===== src/rtl/cpu_sequencer.sv =====
// Multi-cycle instruction sequencer: FETCH/DECODE/EXEC/MEM/WB/JUMP/FLUSH with Moore outputs.
// Define SEQ_MEM_TIMEOUT_EN to compile in the MEM-state watchdog that drives o_err.
module cpu_sequencer #(
    parameter int FLUSH_CYCLES = 2,
    parameter int MEM_TIMEOUT  = 15
) (
    input  logic        i_clk,
    input  logic        i_rst,
    input  logic        i_instr_valid,
    input  logic [3:0]  i_opcode,
    input  logic        i_mem_ack,
    output logic        o_instr_ready,
    output logic        o_mem_req,
    output logic        o_mem_we,
    output logic        o_reg_we,
    output logic        o_imm_sel,
    output logic [1:0]  o_alufunc,
    output logic        o_pc_en,
    output logic        o_pc_load,
    output logic        o_flush,
    output logic        o_busy,
    output logic [15:0] o_retired,
    output logic        o_err
);

    localparam logic [2:0] S_FETCH  = 3'd0;
    localparam logic [2:0] S_DECODE = 3'd1;
    localparam logic [2:0] S_EXEC   = 3'd2;
    localparam logic [2:0] S_MEM    = 3'd3;
    localparam logic [2:0] S_WB     = 3'd4;
    localparam logic [2:0] S_JUMP   = 3'd5;
    localparam logic [2:0] S_FLUSH  = 3'd6;

    localparam logic [2:0] FLUSH_LOAD = 3'(FLUSH_CYCLES - 1);

    if (FLUSH_CYCLES < 1 || FLUSH_CYCLES > 7) begin : g_bad_flush
        $error("FLUSH_CYCLES out of range 1-7");
    end
    if (MEM_TIMEOUT < 1 || MEM_TIMEOUT > 255) begin : g_bad_timeout
        $error("MEM_TIMEOUT out of range 1-255");
    end

    logic [2:0]  state_q, state_d;
    logic [3:0]  op_q;
    logic [2:0]  flush_cnt_q;
    logic [15:0] retired_q;
    logic        mem_timeout;
    logic [1:0]  cls;

    assign cls = op_q[3:2];

`ifdef SEQ_MEM_TIMEOUT_EN
    localparam logic [7:0] MEM_LIMIT = 8'(MEM_TIMEOUT - 1);
    logic [7:0] mem_cnt_q;
    logic       err_q;

    // A same-cycle ack takes priority over the limit, so the error is never raised then.
    assign mem_timeout = (state_q == S_MEM) && !i_mem_ack && (mem_cnt_q == MEM_LIMIT);

    always_ff @(posedge i_clk or posedge i_rst) begin
        if (i_rst) begin
            mem_cnt_q <= 8'd0;
            err_q     <= 1'b0;
        end else begin
            if (state_q == S_MEM && !i_mem_ack && !mem_timeout)
                mem_cnt_q <= mem_cnt_q + 8'd1;
            else
                mem_cnt_q <= 8'd0;
            if (mem_timeout)
                err_q <= 1'b1;
        end
    end
    assign o_err = err_q;
`else
    assign mem_timeout = 1'b0;
    assign o_err       = 1'b0;
`endif

    always_comb begin
        state_d = state_q;
        case (state_q)
            S_FETCH:  if (i_instr_valid) state_d = S_DECODE;
            S_DECODE: begin
                case (i_opcode_class(op_q))
                    2'b00:   state_d = S_MEM;
                    2'b11:   state_d = S_JUMP;
                    default: state_d = S_EXEC;
                endcase
            end
            S_EXEC:   state_d = S_WB;
            S_MEM:    if (i_mem_ack || mem_timeout) state_d = S_WB;
            S_WB:     state_d = S_FETCH;
            S_JUMP:   state_d = S_FLUSH;
            S_FLUSH:  if (flush_cnt_q == 3'd0) state_d = S_FETCH;
            default:  state_d = S_FETCH;
        endcase
    end

    function automatic logic [1:0] i_opcode_class(input logic [3:0] op);
        return op[3:2];
    endfunction

    always_ff @(posedge i_clk or posedge i_rst) begin
        if (i_rst) begin
            state_q     <= S_FETCH;
            op_q        <= 4'd0;
            flush_cnt_q <= 3'd0;
            retired_q   <= 16'd0;
        end else begin
            state_q <= state_d;
            if (state_q == S_FETCH && i_instr_valid)
                op_q <= i_opcode;
            // Counter holds the remaining FLUSH cycles after the current one.
            if (state_q == S_JUMP)
                flush_cnt_q <= FLUSH_LOAD;
            else if (state_q == S_FLUSH && flush_cnt_q != 3'd0)
                flush_cnt_q <= flush_cnt_q - 3'd1;
            if (state_q == S_WB || state_q == S_JUMP)
                retired_q <= retired_q + 16'd1;
        end
    end

    assign o_instr_ready = (state_q == S_FETCH);
    assign o_busy        = (state_q != S_FETCH);
    assign o_mem_req     = (state_q == S_MEM);
    assign o_mem_we      = (state_q == S_MEM);
    assign o_imm_sel     = (state_q == S_EXEC || state_q == S_WB) && (cls == 2'b10);
    assign o_reg_we      = (state_q == S_WB) && (cls == 2'b01 || cls == 2'b10);
    assign o_pc_en       = (state_q == S_WB);
    assign o_pc_load     = (state_q == S_JUMP);
    assign o_flush       = (state_q == S_JUMP || state_q == S_FLUSH);
    assign o_alufunc     = op_q[1:0];
    assign o_retired     = retired_q;

endmodule

===== config.mk =====
export PLATFORM = sky130hd
export DESIGN_NAME = cpu_sequencer
export DESIGN_NICKNAME = d
export VERILOG_FILES = /design/src/rtl/cpu_sequencer.sv
export SDC_FILE = /design/constraint.sdc
export NUM_CORES = 1
export LEC_CHECK = 0
export BUFFER_PORTS_ARGS = -buffer_cell sky130_fd_sc_hd__buf_2
export CORE_MARGIN = 4
export CORE_UTILIZATION = 40
export CTS_BUF_LIST = sky130_fd_sc_hd__clkbuf_16
export CTS_CLUSTER_DIAMETER = 200
export DETAILED_ROUTE_END_ITERATION = 7
export GPL_TIMING_DRIVEN = 0
export MAX_ROUTING_LAYER = met4
export PLACE_DENSITY = 0.73
export SYNTH_ARGS = -nofsm -noshare
export SYNTH_HDL_FRONTEND = slang
export SYNTH_SLANG_ARGS = --single-unit

===== constraint.sdc =====
create_clock -name i_clk -period 2.6 [get_ports i_clk]
set_input_delay 0.13 -clock i_clk [delete_from_list [all_inputs] [get_ports i_clk]]
set_output_delay 0.13 -clock i_clk [all_outputs]
set_load 0.1 [all_outputs]

==> results of run 1 <==
==> metal layers <==
| layer | up-vias | routed length (um) | track usage |
|---|---|---|---|
| li1 | 488 | - | - |
| met1 | 468 | 1180 | 0.170 |
| met5 | - | 0 | - |
| met4 | 0 | 40 | 0.0533 |
| met2 | 28 | 1260 | 0.244 |
| met3 | 5 | 129 | 0.0255 |
==> cell families after synthesis <==
family / count (synthesis) / synth area share
AO/OA/AOI/OAI: 9 / 0.0400
XOR/XNOR: 18 / 0.117
adder cells (fa/ha/maj): 5 / 0.0465
buffers and inverters: 15 / 0.0679
flip-flops: 26 / 0.484
multiplexers: 4 / 0.0409
other: 1 / 0.00279
AND/OR/NAND/NOR: 48 / 0.201
==> sequential cells by signal, summed over array words and instances (netlist names) <==
signal	cells
state_q	3
o_retired	16
op_q	4
flush_cnt_q	3
==> path summary, 6_finish.rpt <==
kind	cells after the start	to	startpoint
worst max register to register	6	op_q[0]$_DFFE_PP0P_	state_q[1]$_DFFE_PP0P_
min in group i_clk	3	op_q[2]$_DFFE_PP0P_	i_opcode[2]
worst min-delay path	2	op_q[1]$_DFFE_PP0P_	i_rst
worst min register to register	1	o_retired[15]$_DFFE_PP0P_	o_retired[15]$_DFFE_PP0P_
worst max-delay path	5	o_mem_we	state_q[2]$_DFFE_PP0P_
max in group asynchronous	2	flush_cnt_q[1]$_DFFE_PP0P_	i_rst
==> stage by stage <==
stage          worst slack, ns  std cells
6_report                 0.742        208
5_1_grt                  0.611        208
4_1_cts                  0.726        208
3_5_place_dp             0.990        204
3_3_place_gp              1.02        204
2_1_floorplan            0.175        126
==> cell type report <==
class,instances,share of cell area
clock inverters,1,0.0178
clock buffers,3,0.0446
inverters,7,0.0156
well taps,44,0.0327
repair buffers,34,0.101
plain buffers,8,0.0387
flip-flops and latches,26,0.387
multi-input cells,85,0.363
==> placed cells by master, fill, tap and decap left out, types with 2 or more instances in the layout <==
master                       n
sky130_fd_sc_hd__buf_2      35
sky130_fd_sc_hd__nor3_2      2
sky130_fd_sc_hd__clkbuf_16   3
sky130_fd_sc_hd__xor2_1      3
sky130_fd_sc_hd__nand2_1    11
sky130_fd_sc_hd__xnor2_1    15
sky130_fd_sc_hd__nor2_1     10
sky130_fd_sc_hd__buf_4       5
sky130_fd_sc_hd__and2b_2     2
sky130_fd_sc_hd__buf_6       2
sky130_fd_sc_hd__a211oi_1    2
sky130_fd_sc_hd__mux2_4      3
sky130_fd_sc_hd__o21ai_0     4
sky130_fd_sc_hd__ha_1        5
sky130_fd_sc_hd__and4_1      2
sky130_fd_sc_hd__nand4_1     6
sky130_fd_sc_hd__nand3_1     5
sky130_fd_sc_hd__dfrtp_1    26
sky130_fd_sc_hd__inv_1       6
==> run_summary.xml, run 1 <==
<?xml version="1.0" encoding="UTF-8"?>
<metrics>
  <group name="clock_tree">
    <metric name="cts_root_buffer" unit="">sky130_fd_sc_hd__clkbuf_16</metric>
    <metric name="worstSkewPairLatency" unit="ns">0.26</metric>
    <metric name="tritoncts_clock_tree" unit="">done</metric>
    <metric name="cts_sinks" unit="">26</metric>
    <metric name="clk_transition_reported_paths" unit="ns">0.06</metric>
    <metric name="cts-hold-fix-buffers" unit="">0</metric>
    <metric name="cts-buffers-inserted" unit="">3</metric>
    <metric name="cts.path.max_buffers" unit="">2</metric>
    <metric name="cts.htree.levels" unit="">1</metric>
    <metric name="post-cts-setup-buffers" unit="">0</metric>
    <metric name="cts.repair.resized" unit="">0</metric>
  </group>
  <group name="timing">
    <metric name="grt_setup_unrepaired" unit="">no</metric>
    <metric name="highest_attainable_clock_frequency" unit="GHz">0.538</metric>
    <metric name="setup-tns-final" unit="ns">0</metric>
    <metric name="finalSetupViolCount" unit="">0</metric>
    <metric name="slew-limit-headroom" unit="">0.351</metric>
    <metric name="tightestPinTransition" unit="ns">0.973</metric>
    <metric name="layout_worst_path_cycle_share" unit="">0.715</metric>
    <metric name="holdWs" unit="ns">0.0878</metric>
    <metric name="drv_slew" unit="">0</metric>
    <metric name="timing.final.crit_period" unit="ns">1.86</metric>
    <metric name="finalHoldViolCount" unit="">0</metric>
    <metric name="skew" unit="ns">0.00175</metric>
  </group>
  <group name="critical_path">
    <metric name="cp_num_buf_inv" unit="">3</metric>
    <metric name="worstPathMaxFanout" unit="">10</metric>
    <metric name="worst-r2r-setup-slack" unit="ns">0.99</metric>
    <metric name="critPathKind" unit="">reg -&gt; out</metric>
    <metric name="path_cells" unit="">buf_6, or2b_2, nor2_2, buf_4, buf_2</metric>
    <metric name="critical-path-max-stage-delay" unit="ns">0.41</metric>
    <metric name="arrival" unit="ns">1.73</metric>
    <metric name="critPathCaptureType" unit="">output port</metric>
    <metric name="timing.critical_path.required" unit="ns">2.47</metric>
    <metric name="setup.worst_path.start_class" unit="">flip-flop</metric>
    <metric name="crit_family" unit="">buffers and inverters</metric>
    <metric name="slowest_stage" unit="">sky130_fd_sc_hd__buf_2</metric>
  </group>
  <group name="route">
    <metric name="route.detailed.wl_per_inst" unit="um">12.5</metric>
    <metric name="vias_per_cell" unit="">4.75</metric>
    <metric name="dr.pass1.iters" unit="">4</metric>
    <metric name="postRouteAntennaNets" unit="">0</metric>
    <metric name="num_vias" unit="">989</metric>
    <metric name="drt_iter0_drc" unit="">48</metric>
    <metric name="route.detailed.drc" unit="">0</metric>
    <metric name="route.final.wire_length" unit="mm">2.61</metric>
  </group>
  <group name="finish">
    <metric name="area.sequential" unit="um^2">651</metric>
    <metric name="insertedDiodeCount" unit="">0</metric>
    <metric name="final.fill_count" unit="">283</metric>
    <metric name="multiInputGateArea" unit="um^2">611</metric>
    <metric name="layout-area-overhead-vs-synth" unit="%">25.1</metric>
    <metric name="final_nets" unit="">178</metric>
    <metric name="drive_gt1_frac" unit="">0.366</metric>
    <metric name="share_of_the_core_filled_with_cells_in_the_final_layout" unit="">0.538</metric>
    <metric name="postLayoutCellArea" unit="um^2">1680</metric>
  </group>
  <group name="synth">
    <metric name="synth.ff_latch_count" unit="">26</metric>
    <metric name="synth-seq-area-share" unit="">0.484</metric>
    <metric name="synth_nets" unit="">139</metric>
    <metric name="synth_top_cells_by_count" unit="">26 x sky130_fd_sc_hd__dfrtp_1, 15 x sky130_fd_sc_hd__xnor2_1, 11 x sky130_fd_sc_hd__nand2_1, 11 x sky130_fd_sc_hd__nor2_1</metric>
    <metric name="post_synth.cell_area_avg" unit="um^2">10.7</metric>
    <metric name="synth_top_area_cell" unit="">sky130_fd_sc_hd__dfrtp_1</metric>
    <metric name="synth_cells" unit="">126</metric>
    <metric name="post_synth_edffs" unit="">0</metric>
    <metric name="yosysWarnings" unit="">0</metric>
    <metric name="synth_cell_types" unit="">34</metric>
    <metric name="netlist_top_cells_area" unit="">sky130_fd_sc_hd__dfrtp_1 48%, sky130_fd_sc_hd__xnor2_1 9.8%, sky130_fd_sc_hd__ha_1 4.7%</metric>
    <metric name="syn-cell-area" unit="um^2">1350</metric>
    <metric name="most_used_standard_cell_by_instance_count_after_synthesis" unit="">sky130_fd_sc_hd__dfrtp_1</metric>
    <metric name="ys_dominant_reg_cell" unit="">sky130_fd_sc_hd__dfrtp_1</metric>
    <metric name="yosys.area.top_type_share" unit="">0.484</metric>
    <metric name="ys_async_sr_fraction" unit="">1.00</metric>
  </group>
  <group name="placed_design">
    <metric name="routability_congestion_estimate" unit="">0.765</metric>
    <metric name="portBuffers" unit="">34</metric>
    <metric name="dp_hpwl" unit="mm">2.00</metric>
    <metric name="placement.cell_area" unit="um^2">1580</metric>
  </group>
  <group name="status">
    <metric name="outcome" unit="">finished clean</metric>
  </group>
  <group name="global_route">
    <metric name="grt_pass1_vias" unit="">1044</metric>
    <metric name="overflow" unit="">0</metric>
    <metric name="largest_net_degree_at_the_start_of_global_routing" unit="">27</metric>
    <metric name="grt.total_usage" unit="">0.144</metric>
    <metric name="first_pass_grt_wire_length" unit="mm">4.65</metric>
    <metric name="number_of_antenna_violations_at_the_first_check_in_global_routing" unit="">0</metric>
  </group>
  <group name="floorplanning">
    <metric name="design.die.area" unit="um^2">4350</metric>
    <metric name="die_width" unit="um">66.0</metric>
    <metric name="die_h" unit="um">66.0</metric>
    <metric name="placementRows" unit="">20</metric>
    <metric name="std_cell_core_area" unit="um^2">3130</metric>
    <metric name="start_util" unit="">0.430</metric>
    <metric name="pin_count" unit="">36</metric>
  </group>
  <group name="min_path">
    <metric name="min-delay-path-class" unit="">in -&gt; async</metric>
  </group>
  <group name="flow_run">
    <metric name="max-cap-violations" unit="">0</metric>
  </group>
</metrics>
Power of run 1 is left out: the tool's default activity adds up to more than one toggle a clock period on the data nets, which glitch-free logic cannot reach.
==> inputs of run 2 (changes only) <==
clock period = 1.9 ns   (was 2.6 ns; I/O delays follow)
==> run 2 against run 1 <==
  * Cell count did not move
  * Final area rose by 0.52%
  * Sequential share of layout area rose by 0.096 points
  * Critical path depth did not move
  * Clock skew barely moved
  * First-iteration DRC count fell by 29%
  * Sequential cell count did not move
  * Routed wire length fell by 0.34%
  * Worst hold slack got worse by 0.049 ns
  * Count of clock-buffer cells in the layout did not move
==> run_summary.xml, run 2 (synthesis results as in run 1) <==
<?xml version="1.0" encoding="UTF-8"?>
<metrics>
  <group name="route">
    <metric name="num_vias" unit="">1003</metric>
    <metric name="route.detailed.drc" unit="">0</metric>
    <metric name="route.detailed.wl_per_inst" unit="um">12.5</metric>
    <metric name="drt_iter0_drc" unit="">34</metric>
    <metric name="postRouteAntennaNets" unit="">0</metric>
    <metric name="dr.pass1.iters" unit="">4</metric>
    <metric name="route.final.wire_length" unit="mm">2.60</metric>
    <metric name="vias_per_cell" unit="">4.82</metric>
  </group>
  <group name="min_path">
    <metric name="min-delay-path-class" unit="">in -&gt; async</metric>
  </group>
  <group name="critical_path">
    <metric name="setup.worst_path.start_class" unit="">flip-flop</metric>
    <metric name="critical-path-max-stage-delay" unit="ns">0.41</metric>
    <metric name="crit_family" unit="">buffers and inverters</metric>
    <metric name="critPathKind" unit="">reg -&gt; out</metric>
    <metric name="slowest_stage" unit="">sky130_fd_sc_hd__buf_2</metric>
    <metric name="timing.critical_path.required" unit="ns">1.80</metric>
    <metric name="path_cells" unit="">buf_6, or2b_2, nor2_4, buf_4, buf_2</metric>
    <metric name="arrival" unit="ns">1.71</metric>
    <metric name="worstPathMaxFanout" unit="">10</metric>
    <metric name="critPathCaptureType" unit="">output port</metric>
    <metric name="cp_num_buf_inv" unit="">3</metric>
  </group>
  <group name="placed_design">
    <metric name="dpl.cell_count" unit="">204</metric>
    <metric name="placement.cell_area" unit="um^2">1610</metric>
    <metric name="portBuffers" unit="">34</metric>
    <metric name="dp_hpwl" unit="mm">1.97</metric>
    <metric name="routability_congestion_estimate" unit="">0.783</metric>
  </group>
  <group name="clock_tree">
    <metric name="clk_transition_reported_paths" unit="ns">0.06</metric>
    <metric name="cts.repair.resized" unit="">0</metric>
    <metric name="cts_sinks" unit="">26</metric>
    <metric name="post-cts-setup-buffers" unit="">0</metric>
    <metric name="cts.path.max_buffers" unit="">2</metric>
    <metric name="worstSkewPairLatency" unit="ns">0.26</metric>
    <metric name="cts_root_buffer" unit="">sky130_fd_sc_hd__clkbuf_16</metric>
    <metric name="cts-hold-fix-buffers" unit="">0</metric>
    <metric name="cts-buffers-inserted" unit="">3</metric>
    <metric name="tritoncts_clock_tree" unit="">done</metric>
    <metric name="cts.htree.levels" unit="">1</metric>
  </group>
  <group name="timing">
    <metric name="tightestPinTransition" unit="ns">0.940</metric>
    <metric name="highest_attainable_clock_frequency" unit="GHz">0.555</metric>
    <metric name="finalHoldViolCount" unit="">0</metric>
    <metric name="finalSetupViolCount" unit="">0</metric>
    <metric name="grt_setup_unrepaired" unit="">no</metric>
    <metric name="timing.final.crit_period" unit="ns">1.80</metric>
    <metric name="drv_slew" unit="">0</metric>
    <metric name="skew" unit="ns">0.00165</metric>
    <metric name="slew-limit-headroom" unit="">0.372</metric>
    <metric name="layout_worst_path_cycle_share" unit="">0.949</metric>
  </group>
  <group name="finish">
    <metric name="largest_reg_flops" unit="">16</metric>
    <metric name="drive_gt1_frac" unit="">0.402</metric>
    <metric name="final-instance-count-excl-fill" unit="">208</metric>
    <metric name="layout_commonest_cell" unit="">sky130_fd_sc_hd__buf_2</metric>
    <metric name="mostFrequentLayoutCells" unit="">35 x sky130_fd_sc_hd__buf_2, 22 x sky130_fd_sc_hd__dfrtp_1, 15 x sky130_fd_sc_hd__xnor2_1</metric>
    <metric name="final_nets" unit="">178</metric>
    <metric name="final.fill_count" unit="">291</metric>
    <metric name="insertedDiodeCount" unit="">0</metric>
    <metric name="postLayoutCellArea" unit="um^2">1690</metric>
    <metric name="layout-area-overhead-vs-synth" unit="%">25.8</metric>
  </group>
  <group name="flow_run">
    <metric name="max-cap-violations" unit="">0</metric>
  </group>
  <group name="floorplanning">
    <metric name="start_util" unit="">0.430</metric>
    <metric name="placementRows" unit="">20</metric>
    <metric name="die_width" unit="um">66.0</metric>
    <metric name="die_h" unit="um">66.0</metric>
    <metric name="pin_count" unit="">36</metric>
    <metric name="std_cell_core_area" unit="um^2">3130</metric>
    <metric name="design.die.area" unit="um^2">4350</metric>
  </group>
  <group name="global_route">
    <metric name="overflow" unit="">0</metric>
    <metric name="first_pass_grt_wire_length" unit="mm">4.46</metric>
    <metric name="grt.total_usage" unit="">0.137</metric>
    <metric name="number_of_antenna_violations_at_the_first_check_in_global_routing" unit="">0</metric>
    <metric name="grt_pass1_vias" unit="">1014</metric>
    <metric name="largest_net_degree_at_the_start_of_global_routing" unit="">27</metric>
  </group>
  <group name="status">
    <metric name="outcome" unit="">finished clean</metric>
  </group>
</metrics>
## run 2: final timing paths
check	depth (start not counted)	slack, ns	endpoint	start
hold reg to reg	1	0.47	o_retired[15]$_DFFE_PP0P_	o_retired[15]$_DFFE_PP0P_
max in group asynchronous	2	1.22	o_retired[2]$_DFFE_PP0P_	i_rst
setup / recovery	5	0.1	o_mem_we	state_q[2]$_DFFE_PP0P_
hold / removal	2	0.04	op_q[0]$_DFFE_PP0P_	i_rst
min in group i_clk	3	0.04	op_q[2]$_DFFE_PP0P_	i_opcode[2]
setup reg to reg	6	0.25	op_q[0]$_DFFE_PP0P_	state_q[0]$_DFFE_PP0P_
## run 2: layout make-up
class | count | area [um^2] | area share
clock buffers | 3 | 75.1 | 0.0444
flip-flops and latches | 26 | 656 | 0.388
multi-input cells | 85 | 624 | 0.369
clock inverters | 1 | 3.75 | 0.00222
plain buffers | 8 | 68.8 | 0.0407
repair buffers | 34 | 170 | 0.101
inverters | 7 | 38.8 | 0.0229
well taps | 44 | 55.1 | 0.0325
## run 2: stage by stage
step | utilization | setup WS, ns | hold WS [ns] | TNS [ns]
6_report | 0.541 | 0.0978 | 0.0390 | 0
5_1_grt | 0.541 | 0.0139 | 0.0592 | 0
4_1_cts | 0.541 | 0.0888 | 0.0411 | 0
3_5_place_dp | 0.516 | 0.241 | 0.310 | 0
3_3_place_gp | 0.516 | 0.272 | 0.299 | 0
2_1_floorplan | - | -0.0952 | 0.135 | -0.0961
## run 2: metal layers
layer	global-route usage	share of wire
met1	0.164	0.44
met2	0.230	0.48
met3	0.0255	0.058
met4	0.0533	0.017
met5	-	0
Power of run 2 is left out for the same reason.
